**src/rtl/zet_int_ctrl_pkg.sv**
```systemverilog
// rtl/zet_int_ctrl_pkg.sv - shared constants and helpers for the interrupt controller
package zet_int_ctrl_pkg;

  // Register select values on io_addr
  localparam logic [1:0] ADDR_IRR   = 2'd0;  // W: command (EOI), R: IRR
  localparam logic [1:0] ADDR_IMR   = 2'd1;
  localparam logic [1:0] ADDR_VBASE = 2'd2;
  localparam logic [1:0] ADDR_ISR   = 2'd3;

  // Command bit in a register-0 write that requests a non-specific EOI
  localparam int EOI_BIT = 5;

  // Low vector bits returned when an acknowledge finds nothing to grant
  localparam logic [2:0] SPUR_LO = 3'd7;

  // Index of the lowest set bit (highest priority); 8 when no bit is set
  function automatic logic [3:0] lowest_set(input logic [7:0] v);
    logic [3:0] idx;
    idx = 4'd8;
    for (int i = 7; i >= 0; i--) begin
      if (v[i]) idx = 4'(i);
    end
    return idx;
  endfunction

endpackage

```
**src/rtl/zet_int_edge.sv**
```systemverilog
// rtl/zet_int_edge.sv - pin synchroniser with rising-edge pulse output
module zet_int_edge #(
  parameter int SYNC_STAGES = 2
) (
  input  logic clk,
  input  logic rst,
  input  logic i_pin,
  output logic o_rise
);

  logic [SYNC_STAGES-1:0] r_sync;
  logic                   r_prev;

  // Shift the async pin through the synchroniser and remember the last synced level.
  // Both clear to 0 so a pin already high at reset exit is seen as a fresh edge.
  always_ff @(posedge clk) begin
    if (rst) begin
      r_sync <= '0;
      r_prev <= 1'b0;
    end else begin
      r_sync <= {r_sync[SYNC_STAGES-2:0], i_pin};
      r_prev <= r_sync[SYNC_STAGES-1];
    end
  end

  assign o_rise = r_sync[SYNC_STAGES-1] & ~r_prev;

endmodule

```
**src/rtl/zet_int_ctrl.sv**
```systemverilog
// rtl/zet_int_ctrl.sv - 8-input fixed-priority interrupt controller plus NMI request
module zet_int_ctrl
  import zet_int_ctrl_pkg::*;
#(
  parameter int         SYNC_STAGES = 2,
  parameter logic [7:0] IMR_RST     = 8'hFF,
  parameter logic [7:0] VBASE_RST   = 8'h08
) (
  input  logic       clk,
  input  logic       rst,
  input  logic [7:0] i_irq,
  input  logic       i_nmi_pin,
  output logic       o_intr,
  input  logic       i_inta,
  output logic       o_nmir,
  input  logic       i_nmia,
  output logic [7:0] o_iv,
  input  logic       i_io_wr,
  input  logic       i_io_rd,
  input  logic [1:0] i_io_addr,
  input  logic [7:0] i_io_dat_i,
  output logic [7:0] o_io_dat_o
);

  logic [7:0] r_irr;
  logic [7:0] r_isr;
  logic [7:0] r_imr;
  logic [4:0] r_vbase;
  logic       r_intr;
  logic       r_nmir;
  logic [7:0] r_iv;
  logic [7:0] r_dat_o;

  logic [7:0] w_irq_rise;
  logic       w_nmi_rise;
  logic [7:0] w_pend;
  logic [3:0] w_p;
  logic [3:0] w_s;
  logic       w_req;
  logic       w_grant;
  logic       w_eoi;
  logic [7:0] w_irr_nxt;
  logic [7:0] w_isr_nxt;

  for (genvar g = 0; g < 8; g++) begin : g_irq_edge
    zet_int_edge #(.SYNC_STAGES(SYNC_STAGES)) u_edge (
      .clk    (clk),
      .rst    (rst),
      .i_pin  (i_irq[g]),
      .o_rise (w_irq_rise[g])
    );
  end

  zet_int_edge #(.SYNC_STAGES(SYNC_STAGES)) u_nmi_edge (
    .clk    (clk),
    .rst    (rst),
    .i_pin  (i_nmi_pin),
    .o_rise (w_nmi_rise)
  );

  // A request is only raised when the best unmasked pending line outranks everything in service
  assign w_pend  = r_irr & ~r_imr;
  assign w_p     = lowest_set(w_pend);
  assign w_s     = lowest_set(r_isr);
  assign w_req   = (|w_pend) && (w_p < w_s);
  assign w_grant = i_inta && w_req;
  assign w_eoi   = i_io_wr && (i_io_addr == ADDR_IRR) && i_io_dat_i[EOI_BIT];

  // Next IRR/ISR: grant clears before new edges set (edge wins); EOI clears before grant sets
  always_comb begin
    w_irr_nxt = r_irr;
    w_isr_nxt = r_isr;
    if (w_grant) w_irr_nxt[w_p[2:0]] = 1'b0;
    w_irr_nxt = w_irr_nxt | w_irq_rise;
    if (w_eoi && !w_s[3]) w_isr_nxt[w_s[2:0]] = 1'b0;
    if (w_grant) w_isr_nxt[w_p[2:0]] = 1'b1;
  end

  // Pending/in-service state, handshake outputs and vector
  always_ff @(posedge clk) begin
    if (rst) begin
      r_irr  <= 8'h00;
      r_isr  <= 8'h00;
      r_intr <= 1'b0;
      r_nmir <= 1'b0;
      r_iv   <= 8'h00;
    end else begin
      r_irr  <= w_irr_nxt;
      r_isr  <= w_isr_nxt;
      r_intr <= i_inta ? 1'b0 : w_req;
      if (w_nmi_rise)  r_nmir <= 1'b1;
      else if (i_nmia) r_nmir <= 1'b0;
      if (i_inta) r_iv <= w_req ? {r_vbase, w_p[2:0]} : {r_vbase, SPUR_LO};
    end
  end

  // Writable configuration registers
  always_ff @(posedge clk) begin
    if (rst) begin
      r_imr   <= IMR_RST;
      r_vbase <= VBASE_RST[7:3];
    end else if (i_io_wr) begin
      if (i_io_addr == ADDR_IMR)   r_imr   <= i_io_dat_i;
      if (i_io_addr == ADDR_VBASE) r_vbase <= i_io_dat_i[7:3];
    end
  end

  // Registered read port, holds its value between reads
  always_ff @(posedge clk) begin
    if (rst) begin
      r_dat_o <= 8'h00;
    end else if (i_io_rd) begin
      case (i_io_addr)
        ADDR_IRR:   r_dat_o <= r_irr;
        ADDR_IMR:   r_dat_o <= r_imr;
        ADDR_VBASE: r_dat_o <= {r_vbase, 3'b000};
        ADDR_ISR:   r_dat_o <= r_isr;
        default:    r_dat_o <= 8'h00;
      endcase
    end
  end

  assign o_intr     = r_intr;
  assign o_nmir     = r_nmir;
  assign o_iv       = r_iv;
  assign o_io_dat_o = r_dat_o;

endmodule

```
**config.mk**
```make
export PLATFORM = sky130hd
export DESIGN_NAME = zet_int_ctrl
export DESIGN_NICKNAME = d
export VERILOG_FILES = /design/src/rtl/zet_int_ctrl_pkg.sv /design/src/rtl/zet_int_edge.sv /design/src/rtl/zet_int_ctrl.sv
export SDC_FILE = /design/constraint.sdc
export NUM_CORES = 1
export LEC_CHECK = 0
export BUFFER_PORTS_ARGS = -buffer_cell sky130_fd_sc_hd__buf_2
export CELL_PAD_IN_SITES_DETAIL_PLACEMENT = 0
export CELL_PAD_IN_SITES_GLOBAL_PLACEMENT = 1
export CORE_ASPECT_RATIO = 1.75
export CORE_MARGIN = 2
export CORE_UTILIZATION = 43
export DETAILED_ROUTE_END_ITERATION = 10
export GPL_TIMING_DRIVEN = 1
export PLACE_DENSITY_LB_ADDON = 0.1
export SYNTH_ARGS = -nofsm -noshare
export SYNTH_HDL_FRONTEND = slang
export SYNTH_SLANG_ARGS = --single-unit
```
**constraint.sdc**
```tcl
create_clock -name clk -period 2.9 [get_ports clk]
set_clock_uncertainty 0.05 [all_clocks]
set_input_delay 0.145 -clock clk [delete_from_list [all_inputs] [get_ports clk]]
set_output_delay 0.145 -clock clk [all_outputs]
set_load 0.01 [all_outputs]
```
==> metrics <==
vias in the first global route roughly 2500; Port-buffer cells 42; Worst-path clk slew around 60 ps; setup TNS 0 ps; Max Slew Vio Count 0; Worst setup SP type register; Ports between 40 and 50; crit path DAT approximately 2900 ps; Critical Path RT ~3000 ps; TritonCTS clock tree yes; Worst Hold Launch i_nmia; Worst setup endpoint r_irr[0]; Least-Margin Pin Slew about 590 ps; main area contributors after synthesis dfxtp_1 (49%), nor2b_1 (6.4%), mux2i_1 (6.0%); share of cells above drive strength 1 0.211; first-pass GRT wire length between 10000 and 15000 microns; Comb power frac 0.084; detailed placement HPWL ~5700 microns; Mean Syn Cell Area 9.66 sq um; Max Fclk between 0.3 and 0.4 GHz; Layout area overhead 25.2%; Critical Path Source r_imr[3]; critical path, cell by cell and2b_1 > nor2_1 > nand2_1 > nor2_1 > ha_1 > a21oi_1 > o21ai_0 > a21o_1 > or3_1 > a32o_1; endpoints failing setup 0; most instantiated library cell after synthesis dfxtp_1; Pwr per Cell Area around 650 nW/um^2; minimum clock period between 2000 and 3000 ps; Syn Inst Count around 310; Buf+Inv Stages, Crit Path 0; Mapped Nets 340; NumNets Final approximately 400; Slowest-stage cell, CP or3_1; EDFF count, synth 0; switching power between 500 and 600 uW; Inserted Diodes 0; clock buffer depth 2; CTS Root Cell clkbuf_16; final wirelength around 7600 microns; fill count 660; Setup crit end kind register; Die Y around 110 microns; DRC 0; most frequent cells after synthesis dfxtp_1 (74), nor2b_1 (31), nand2_1 (27), nor2_1 (27), mux2i_1 (18); Post-synth ARST share 0; Reg-to-Reg End r_irr[0]; max_slew headroom 0.604; H-tree levels 3; post-synthesis sequential area ratio 0.491; CTS buffer count 9; first-pass iteration count of the detailed router 4; delay-heaviest family, CP simple AND/OR/NAND/NOR gates; synthesized area 3010 sq um; Post-synth top flop dfxtp_1; Die Area 7720 sq um; Clock Power Share 0.473; global route overflow 0; max_cap viols 0; worst hold path type input port to register; row count 40; post-route ant nets 0; R2R Path Start r_imr[3]; Final Power approximately 2.4 mW; Hold WS approximately 35 ps; critical setup path kind register to register; final period utilization 0.933; largest net degree at the start of global routing 32; Hold Vio Cnt, Final 0; worst-path fanout max 6; status completed; DR iter-0 viols approximately 140; Peak VDD IR roughly 420 uV; Die W 67.3 microns; reg2reg setup slack slightly below 200 ps; Yosys warning count 0; area leader, netlist dfxtp_1; routed vias 2386; clk_lat worst skew 330 ps; Reg2Reg Depth 10; most frequent CP cell nor2_1; Design Area, Final between 3000 and 4000 sq um; top cell type's share of synthesized area 0.491; initial antenna violation count 0; Cell variety after synth 46; all-layer global routing usage 0.227; CORE AREA approximately 6800 sq um; placed cell areas about 3300 sq um; Via-to-Cell Ratio between 5 and 6; Leak 1.61 nW; Reg power frac 0.443; RSZ-0062 raised after global routing no; CP max stage delay about 460 ps; routability congestion estimate 0.963; Starting Density 0.443; P_int 1.90 mW; post-DR wirelength/cell around 17 microns; clock sink count 74; #FFs+latches synth 74; Sw Ratio 0.223; cell count along the critical path 10
[power by group through the flow]
stage	logic (mW)	registers (mW)	clock network, mW
6_report	0.207	1.08	1.16
5_1_grt	0.231	1.09	1.23
4_1_cts	0.207	1.08	1.18
3_5_place_dp	0.190	1.11	0
3_3_place_gp	0.191	1.11	0
2_1_floorplan	0.122	1.10	0
[what timing repair did]
item / CTS / global route
endpoints found under the setup margin: 0 / 5
setup buffers: 0 / 0
hold buffers: 16 / 0
resized for setup: 0 / 3
hold endpoints to repair: 16 / 0
[layer usage]
metal | wire, microns | vias up | part of all wire | GRT usage
met5 | 0 | - | 0 | 0
met1 | 3000 | 1101 | 0.40 | 0.254
met2 | 3910 | 57 | 0.52 | 0.364
li1 | - | 1201 | - | -
met3 | 214 | 27 | 0.028 | 0.0558
met4 | 459 | 0 | 0.061 | 0.169
[state kept, by name (all words and copies together) (netlist names)]
name,flops
u_nmi_edge.r_sync,2
g_irq_edge.u_edge.r_sync,16
r_isr,8
r_vbase,5
r_irr,8
u_nmi_edge.r_prev,1
r_imr,8
o_io_dat_o,8
o_nmir,1
o_iv,8
o_intr,1
g_irq_edge.u_edge.r_prev,8
[stage by stage]
step,util,cells,setup slack (ps)
after global routing,0.554,458,17.7
after detailed placement,0.484,428,167
after global placement,0.484,428,151
final,0.554,458,195
after floorplan,-,312,569
after CTS,0.552,458,157
[layout by cell type (no fill, tap or decap), types with 2 or more instances in the layout]
master / Yosys / routed
nand2_1: 27 / 27
or2b_2: 2 / 2
nor3_1: 2 / 2
clkbuf_16: 0 / 9
a311oi_1: 2 / 2
mux4_2: 5 / 5
buf_2: 0 / 42
o31ai_2: 1 / 2
a21oi_1: 14 / 14
o31ai_1: 4 / 3
o211ai_1: 3 / 3
dfxtp_1: 74 / 74
o21ai_0: 13 / 13
ha_1: 3 / 3
o21a_1: 2 / 2
buf_4: 0 / 3
nor2_1: 27 / 26
dlygate4sd3_1: 0 / 16
or3_1: 9 / 9
nand3_1: 15 / 15
inv_1: 9 / 9
bufinv_16: 0 / 2
nor2_2: 2 / 3
nand2b_1: 7 / 7
mux2i_1: 18 / 18
nor2b_1: 31 / 31
a32o_1: 6 / 6
nand3b_1: 2 / 2
[worst min-delay path: stages]
cell and delay [ps]:
buf_2 70, nand2b_1 90, a21oi_1 60
[area by class of cell]
type	count	area [sq um]	area share
Inverter	9	33.8	0.00895
Clock buffer	9	225	0.0597
Tap cell	84	105	0.0279
Sequential cell	74	1480	0.393
Clock inverter	5	81.3	0.0216
Timing Repair Buffer	61	393	0.104
Multi-Input combinational cell	216	1450	0.385
[cells by family after synthesis]
logic type               count (synthesis)  synth area share
multiplexers                            23            0.0971
AND/OR/NAND/NOR                        139             0.254
buffers and inverters                   22            0.0307
flip-flops                              74             0.491
adder cells (fa/ha/maj)                  3            0.0125
AO/OA/AOI/OAI                           51             0.114
[worst min-delay path by stage]
stage,to,slack [ps],depth (start not counted)
floorplan,g_irq_edge[1].u_edge.r_prev,180,1
global placement,g_irq_edge[5].u_edge.r_sync[0],300,2
detailed placement,g_irq_edge[5].u_edge.r_sync[0],310,2
CTS,o_nmir,10,3
global route,r_imr[5],60,3
finish,o_nmir,30,3
Note: power is estimated with default switching activity, not from simulation.
